### config.mk
export PLATFORM = sky130hd
export DESIGN_NAME = mem_access_unit
export DESIGN_NICKNAME = d
export VERILOG_FILES = /design/src/rtl/mem_access_unit_pkg.sv /design/src/rtl/mem_access_unit_align.sv /design/src/rtl/mem_access_unit.sv
export SDC_FILE = /design/constraint.sdc
export NUM_CORES = 1
export LEC_CHECK = 0
export ABC_AREA = 1
export CORE_ASPECT_RATIO = 0.7
export CORE_UTILIZATION = 50
export CTS_BUF_LIST = sky130_fd_sc_hd__clkbuf_4
export DETAILED_ROUTE_END_ITERATION = 8
export GPL_ROUTABILITY_DRIVEN = 0
export PLACE_DENSITY = 0.84
export SKIP_CTS_REPAIR_TIMING = 1
export SYNTH_ARGS = -nofsm -noshare
export SYNTH_HDL_FRONTEND = slang
export SYNTH_HIERARCHICAL = 1
export SYNTH_SLANG_ARGS = --single-unit
### constraint.sdc
create_clock -name clk -period 3.23 [get_ports clk]
set_input_delay 0.646 -clock clk [delete_from_list [all_inputs] [get_ports clk]]
set_output_delay 0.646 -clock clk [all_outputs]
set_load 0.02 [all_outputs]
### src/rtl/mem_access_unit_pkg.sv
// Shared definitions for the load/store front end: access size codes,
// FSM state encoding and small size helpers.
package MemAccessPkg;

  localparam logic [1:0] SIZE_BYTE    = 2'b00;
  localparam logic [1:0] SIZE_HALF    = 2'b01;
  localparam logic [1:0] SIZE_WORD    = 2'b10;
  localparam logic [1:0] SIZE_ILLEGAL = 2'b11;

  typedef enum logic [1:0] {
    IDLE  = 2'b00,
    ISSUE = 2'b01,
    CHECK = 2'b10,
    RESP  = 2'b11
  } state_t;

  function automatic logic [2:0] size_bytes(input logic [1:0] size);
    case (size)
      SIZE_BYTE: size_bytes = 3'd1;
      SIZE_HALF: size_bytes = 3'd2;
      default:   size_bytes = 3'd4;
    endcase
  endfunction

  function automatic logic [3:0] size_mask(input logic [1:0] size);
    case (size)
      SIZE_BYTE: size_mask = 4'b0001;
      SIZE_HALF: size_mask = 4'b0011;
      default:   size_mask = 4'b1111;
    endcase
  endfunction

endpackage

### src/rtl/mem_access_unit_align.sv
// Combinational byte-lane logic: positions store data and masks across two
// words, flags word-straddling accesses, and extracts/extends load data.
module mem_align
  import MemAccessPkg::*;
(
  input  logic [1:0]  off,
  input  logic [1:0]  size,
  input  logic        is_signed,
  input  logic [31:0] wdata,
  input  logic [31:0] w0,
  input  logic [31:0] w1,
  output logic [31:0] lane_data0,
  output logic [31:0] lane_data1,
  output logic [3:0]  lane_mask0,
  output logic [3:0]  lane_mask1,
  output logic        split,
  output logic [31:0] load_data
);

  logic [31:0] wdata_trunc;
  logic [63:0] lane_data;
  logic [7:0]  lane_mask;
  logic [2:0]  span_end;
  logic [31:0] shifted;

  always_comb begin
    case (size)
      SIZE_BYTE: wdata_trunc = {24'h0, wdata[7:0]};
      SIZE_HALF: wdata_trunc = {16'h0, wdata[15:0]};
      default:   wdata_trunc = wdata;
    endcase

    lane_data = {32'h0, wdata_trunc} << {off, 3'b000};
    lane_mask = {4'h0, size_mask(size)} << off;
    span_end  = {1'b0, off} + size_bytes(size);

    // Upper bytes of the pair fall off the truncation, so w1 only matters when split
    shifted = 32'({w1, w0} >> {off, 3'b000});
    case (size)
      SIZE_BYTE: load_data = {{24{is_signed & shifted[7]}}, shifted[7:0]};
      SIZE_HALF: load_data = {{16{is_signed & shifted[15]}}, shifted[15:0]};
      default:   load_data = shifted;
    endcase
  end

  assign lane_data0 = lane_data[31:0];
  assign lane_data1 = lane_data[63:32];
  assign lane_mask0 = lane_mask[3:0];
  assign lane_mask1 = lane_mask[7:4];
  assign split      = (span_end > 3'd4);

endmodule

### src/rtl/mem_access_unit.sv
// Load/store front end for the word-wide Cache port: sequences one or two
// cache accesses per request and returns an extended load result.
module mem_access_unit
  import MemAccessPkg::*;
(
  input  logic        clk,
  input  logic        rst_n,
  input  logic        req_valid,
  output logic        req_ready,
  input  logic        req_write,
  input  logic [1:0]  req_size,
  input  logic        req_signed,
  input  logic [31:0] req_addr,
  input  logic [31:0] req_wdata,
  output logic        rsp_valid,
  output logic [31:0] rsp_rdata,
  output logic        rsp_error,
  output logic [31:0] c_address,
  output logic [31:0] c_data_in,
  output logic [3:0]  c_write_enable,
  input  logic [31:0] c_data_out,
  input  logic        c_data_out_ready,
  input  logic        c_busy
);

  state_t      state_q, state_d;
  logic        req_ready_q, req_ready_d;
  logic        rsp_valid_q, rsp_valid_d;
  logic [31:0] rsp_rdata_q, rsp_rdata_d;
  logic        rsp_error_q, rsp_error_d;
  logic [31:0] c_address_q, c_address_d;
  logic [31:0] c_data_in_q, c_data_in_d;
  logic [3:0]  c_we_q, c_we_d;

  logic        write_q, write_d;
  logic [1:0]  size_q, size_d;
  logic        signed_q, signed_d;
  logic [1:0]  off_q, off_d;
  logic        split_q, split_d;
  logic        phase1_q, phase1_d;
  logic [31:0] addr1_q, addr1_d;
  logic [31:0] data1_q, data1_d;
  logic [3:0]  mask1_q, mask1_d;
  logic [31:0] w0_q, w0_d;

  logic [1:0]  al_off;
  logic [1:0]  al_size;
  logic        al_signed;
  logic [31:0] al_w0;
  logic [31:0] lane_data0, lane_data1;
  logic [3:0]  lane_mask0, lane_mask1;
  logic        al_split;
  logic [31:0] load_data;
  logic        accept;
  logic        done;

  // Live request fields drive the aligner while idle, latched copies afterwards
  assign al_off    = (state_q == IDLE) ? req_addr[1:0] : off_q;
  assign al_size   = (state_q == IDLE) ? req_size      : size_q;
  assign al_signed = (state_q == IDLE) ? req_signed    : signed_q;
  assign al_w0     = phase1_q ? w0_q : c_data_out;

  mem_align u_align (
    .off        (al_off),
    .size       (al_size),
    .is_signed  (al_signed),
    .wdata      (req_wdata),
    .w0         (al_w0),
    .w1         (c_data_out),
    .lane_data0 (lane_data0),
    .lane_data1 (lane_data1),
    .lane_mask0 (lane_mask0),
    .lane_mask1 (lane_mask1),
    .split      (al_split),
    .load_data  (load_data)
  );

  assign accept = req_valid && req_ready_q;
  assign done   = write_q ? !c_busy : c_data_out_ready;

  always_comb begin
    state_d     = state_q;
    req_ready_d = req_ready_q;
    rsp_valid_d = 1'b0;
    rsp_rdata_d = 32'h0;
    rsp_error_d = 1'b0;
    c_address_d = c_address_q;
    c_data_in_d = c_data_in_q;
    c_we_d      = c_we_q;
    write_d     = write_q;
    size_d      = size_q;
    signed_d    = signed_q;
    off_d       = off_q;
    split_d     = split_q;
    phase1_d    = phase1_q;
    addr1_d     = addr1_q;
    data1_d     = data1_q;
    mask1_d     = mask1_q;
    w0_d        = w0_q;

    case (state_q)
      IDLE: begin
        req_ready_d = 1'b1;
        if (accept) begin
          req_ready_d = 1'b0;
          if (req_size == SIZE_ILLEGAL) begin
            rsp_valid_d = 1'b1;
            rsp_error_d = 1'b1;
            state_d     = RESP;
          end else begin
            write_d     = req_write;
            size_d      = req_size;
            signed_d    = req_signed;
            off_d       = req_addr[1:0];
            split_d     = al_split;
            phase1_d    = 1'b0;
            addr1_d     = {req_addr[31:2], 2'b00} + 32'd4;
            data1_d     = lane_data1;
            mask1_d     = lane_mask1;
            c_address_d = {req_addr[31:2], 2'b00};
            c_data_in_d = req_write ? lane_data0 : 32'h0;
            c_we_d      = req_write ? lane_mask0 : 4'h0;
            state_d     = ISSUE;
          end
        end
      end

      ISSUE: state_d = CHECK;

      CHECK: begin
        if (done) begin
          if (!phase1_q) w0_d = c_data_out;
          // A zero upper mask means the access fit in one word
          if (split_q && !phase1_q) begin
            phase1_d    = 1'b1;
            c_address_d = addr1_q;
            c_data_in_d = write_q ? data1_q : 32'h0;
            c_we_d      = write_q ? mask1_q : 4'h0;
            state_d     = ISSUE;
          end else begin
            c_we_d      = 4'h0;
            rsp_valid_d = 1'b1;
            rsp_rdata_d = write_q ? 32'h0 : load_data;
            state_d     = RESP;
          end
        end
      end

      RESP: begin
        req_ready_d = 1'b1;
        state_d     = IDLE;
      end

      default: state_d = IDLE;
    endcase
  end

  always_ff @(posedge clk or negedge rst_n) begin
    if (!rst_n) begin
      state_q     <= IDLE;
      req_ready_q <= 1'b1;
      rsp_valid_q <= 1'b0;
      rsp_rdata_q <= 32'h0;
      rsp_error_q <= 1'b0;
      c_address_q <= 32'h0;
      c_data_in_q <= 32'h0;
      c_we_q      <= 4'h0;
      write_q     <= 1'b0;
      size_q      <= SIZE_BYTE;
      signed_q    <= 1'b0;
      off_q       <= 2'b00;
      split_q     <= 1'b0;
      phase1_q    <= 1'b0;
      addr1_q     <= 32'h0;
      data1_q     <= 32'h0;
      mask1_q     <= 4'h0;
      w0_q        <= 32'h0;
    end else begin
      state_q     <= state_d;
      req_ready_q <= req_ready_d;
      rsp_valid_q <= rsp_valid_d;
      rsp_rdata_q <= rsp_rdata_d;
      rsp_error_q <= rsp_error_d;
      c_address_q <= c_address_d;
      c_data_in_q <= c_data_in_d;
      c_we_q      <= c_we_d;
      write_q     <= write_d;
      size_q      <= size_d;
      signed_q    <= signed_d;
      off_q       <= off_d;
      split_q     <= split_d;
      phase1_q    <= phase1_d;
      addr1_q     <= addr1_d;
      data1_q     <= data1_d;
      mask1_q     <= mask1_d;
      w0_q        <= w0_d;
    end
  end

  assign req_ready      = req_ready_q;
  assign rsp_valid      = rsp_valid_q;
  assign rsp_rdata      = rsp_rdata_q;
  assign rsp_error      = rsp_error_q;
  assign c_address      = c_address_q;
  assign c_data_in      = c_data_in_q;
  assign c_write_enable = c_we_q;

endmodule

==> impl_metrics.tcl, run 1 <==
set metrics [dict create \
    final_common_cell "nand2_1" \
    hold_viol_final 2 \
    layout_common_cells "602 x nand2_1, 207 x dfrtp_1, 204 x clkdlybuf4s50_1" \
    setup_viol 0 \
    cp_max_fo 69 \
    status "finished, violations left" \
    synth_edf_count 0 \
    ir_worst_vdd_v 0.000478 \
    insertion_delay_ns 0.68 \
    grt_pass1_wl_mm 55.8 \
    die-area_um2 24400 \
    worstSetupPathType "reg -> reg" \
    holdWs_ns -0.00490 \
    start_util_pct 51.7 \
    clock_skew_ns 0.0446 \
    period_needed_ns 2.90 \
    drtPass1Iterations 6 \
    netlist_area_um2 11900 \
    postLayoutCellArea_um2 14700 \
    placed_area_um2 14100 \
    yosys_warnings 6 \
    multiInputGateArea_um2 5480 \
    critical_path_required_ns 3.81 \
    viasPerCell 5.34 \
    crit_arrival_ns 3.47 \
    critPathCaptureType "flop" \
    vias 11900 \
    root_buffer "clkbuf_4" \
    numCtsBuffers 53 \
    fin_crit_sh_pct 89.7 \
    grt_antenna_before_repair 1 \
    synth_ff_type "dfrtp_1" \
    postSynthCellCount 1683 \
    place_inst 2132 \
    max_freq_ghz 0.345 \
    synth-seq-cells 209 \
    drive_gt1_share_pct 7.45 \
    area_growth_pct 23.4 \
    slew_violations 0 \
    violations "hold timing" \
    dpl.hpwl_mm 25.0 \
    cts_sinks 209 \
    pwr_density_cell_nw_per_um2 963 \
    finalSetupTns_ns 0 \
    path_clk_slew_ns 0.07 \
    layout.cells.non_filler 2220 \
    routed_wl_mm 35.4 \
    rows 46 \
    cts_tree "yes" \
    worstMarginPinSlew_ns 0.892 \
    grt_max_degree 82 \
    ys_async_sr_fraction_pct 100 \
    slew_headroom_pct 40.5 \
    worst_setup_path_start_kind "flop" \
    min_path_type "in -> async" \
    cts_max_path_buffers 3 \
    drcViolationCount 0 \
    ys_types 38 \
    die_x_um 186 \
    avgRoutedWirePerCell_um 16.0 \
    nFillCells 1994 \
    port_buffers 205 \
    drt-initial-drc-count 1419 \
    rsz0062_at_grt "no" \
    ys_seq_area_share_pct 44.0 \
    ctsHtreeMaxLevel 2 \
    maxCapViolations 0 \
    antenna_left 0 \
    die_height_um 131 \
    ios 208 \
    syn_area_per_cell_um2 7.07 \
    nets 1988 \
    power_leakage_uw 0.00739 \
    track_usage_pct 29.0 \
    coreArea_um2 23000 \
    grt_pass1_vias 10600 \
    grt_overflow 0 \
    seq_area_um2 5230 \
]
power by group:
part,total [uW],leakage (uW),internal [uW],switching (uW)
clock,2180,0.000376,1080,1090
combinational,7840,0.00430,2720,5120
sequential,4130,0.00272,3590,531
total,14100,0.00739,7400,6750
critical path: stages, from the launching register on:
cell and delay, ns:
dfrtp_1 0.38, inv_1 0.14, ha_1 0.40, inv_4 0.11, nand2_1 0.12, o21ai_4 0.11
inv_2 0.08, buf_12 0.28, nand2_1 0.12, nand3_1 0.11, nand3_2 0.41, o21ai_0 0.35
inv_1 0.07, nor2_1 0.10
layout make-up:
| class | instances | area share (%) |
|---|---|---|
| inverters | 172 | 4.41 |
| flip-flops and latches | 209 | 35.6 |
| well taps | 312 | 2.66 |
| repair buffers | 228 | 15.8 |
| clock buffers | 70 | 3.58 |
| clock inverters | 17 | 0.647 |
| diodes | 1 | 0.0170 |
| multi-input cells | 1211 | 37.3 |
state kept, by name (all words and copies together) (netlist names):
| register | cells |
|---|---|
| mask1_q | 4 |
| signed_q | 1 |
| rsp_valid | 1 |
| addr1_q | 30 |
| c_address | 30 |
| write_q | 1 |
| phase1_q | 1 |
| size_q | 2 |
| c_data_in | 32 |
| split_q | 1 |
| off_q | 2 |
| rsp_rdata | 32 |
| state_q | 2 |
| data1_q | 32 |
| c_write_enable | 4 |
| w0_q | 32 |
| req_ready | 1 |
| rsp_error | 1 |
cells in the mapped netlist (3+ instances only):
library cell	n	area (um2)
nand2_2	4	25.0
ha_1	7	87.6
inv_1	161	604
a21oi_1	49	245
a22oi_1	32	240
nand2_1	602	2260
and2_1	13	81.3
nor2_4	3	33.8
nor2_1	164	616
dfrtp_1	208	5200
xor2_1	5	43.8
o21ai_0	101	505
buf_2	38	190
nand3_1	108	541
clkbuf_2	3	15.0
mux2i_1	14	140
buf_4	23	173
or2_2	4	25.0
inv_2	10	37.5
nand3_2	4	40.0
o21ai_2	5	43.8
buf_1	3	11.3
o21ai_1	71	355
nor2_2	3	18.8
clkbuf_1	22	82.6
buf_6	11	124
path summary, 6_finish.rpt:
check,from,endpoint,slack [ns],cells after the start
max,state_q[0]$_DFFE_PN0P_,rsp_rdata[13]$_DFF_PN0_,0.33,13
min,rst_n,c_data_in[6]$_DFFE_PN0P_,-0.005,1
max reg2reg,state_q[0]$_DFFE_PN0P_,rsp_rdata[13]$_DFF_PN0_,0.33,13
min reg2reg,addr1_q[14]$_DFFE_PN0P_,addr1_q[14]$_DFFE_PN0P_,0.48,2
max in group asynchronous,rst_n,addr1_q[16]$_DFFE_PN0P_,2.46,2
min in group clk,addr1_q[14]$_DFFE_PN0P_,addr1_q[14]$_DFFE_PN0P_,0.48,2
metrics by stage:
stage / util, % / power [uW] / setup slack [ns] / hold WS (ns)
2_1_floorplan: - / 9460 / 0.603 / 0.350
5_1_grt: 63.8 / 15200 / 0.0902 / 0.00366
4_1_cts: 63.8 / 14000 / 0.391 / -0.0201
3_3_place_gp: 61.1 / 11600 / 0.291 / 0.457
3_5_place_dp: 61.1 / 11800 / 0.270 / 0.461
6_report: 63.8 / 14100 / 0.333 / -0.00490
kinds of logic (layout without fill, tap and decap cells):
kind of cell,Yosys count,after routing,share of synthesized area (%)
and+or+nand+nor,909,909,30.9
buffers and inverters,272,487,10.4
AOI/OAI and AO/OA,262,262,12.0
DFF,209,209,44.0
muxes,14,14,1.18
adders and majority gates,8,8,0.904
xor gates and xnor gates,7,7,0.515
other,2,12,0.0631
per-layer routing:
metal	part of all wire, %	GRT usage [%]	up-vias
li1	-	-	5660
met1	44	43.5	5389
met2	40	40.3	741
met3	13	7.53	70
met4	2.2	9.29	0
met5	0	0	-
(Power assumes the default switching activity.)
==> run 2: changes to the inputs <==
- CTS_CLUSTER_SIZE: default -> 30
==> results of run 2 <==
The final DEF is identical to that of run 1; final timing and power are the same.
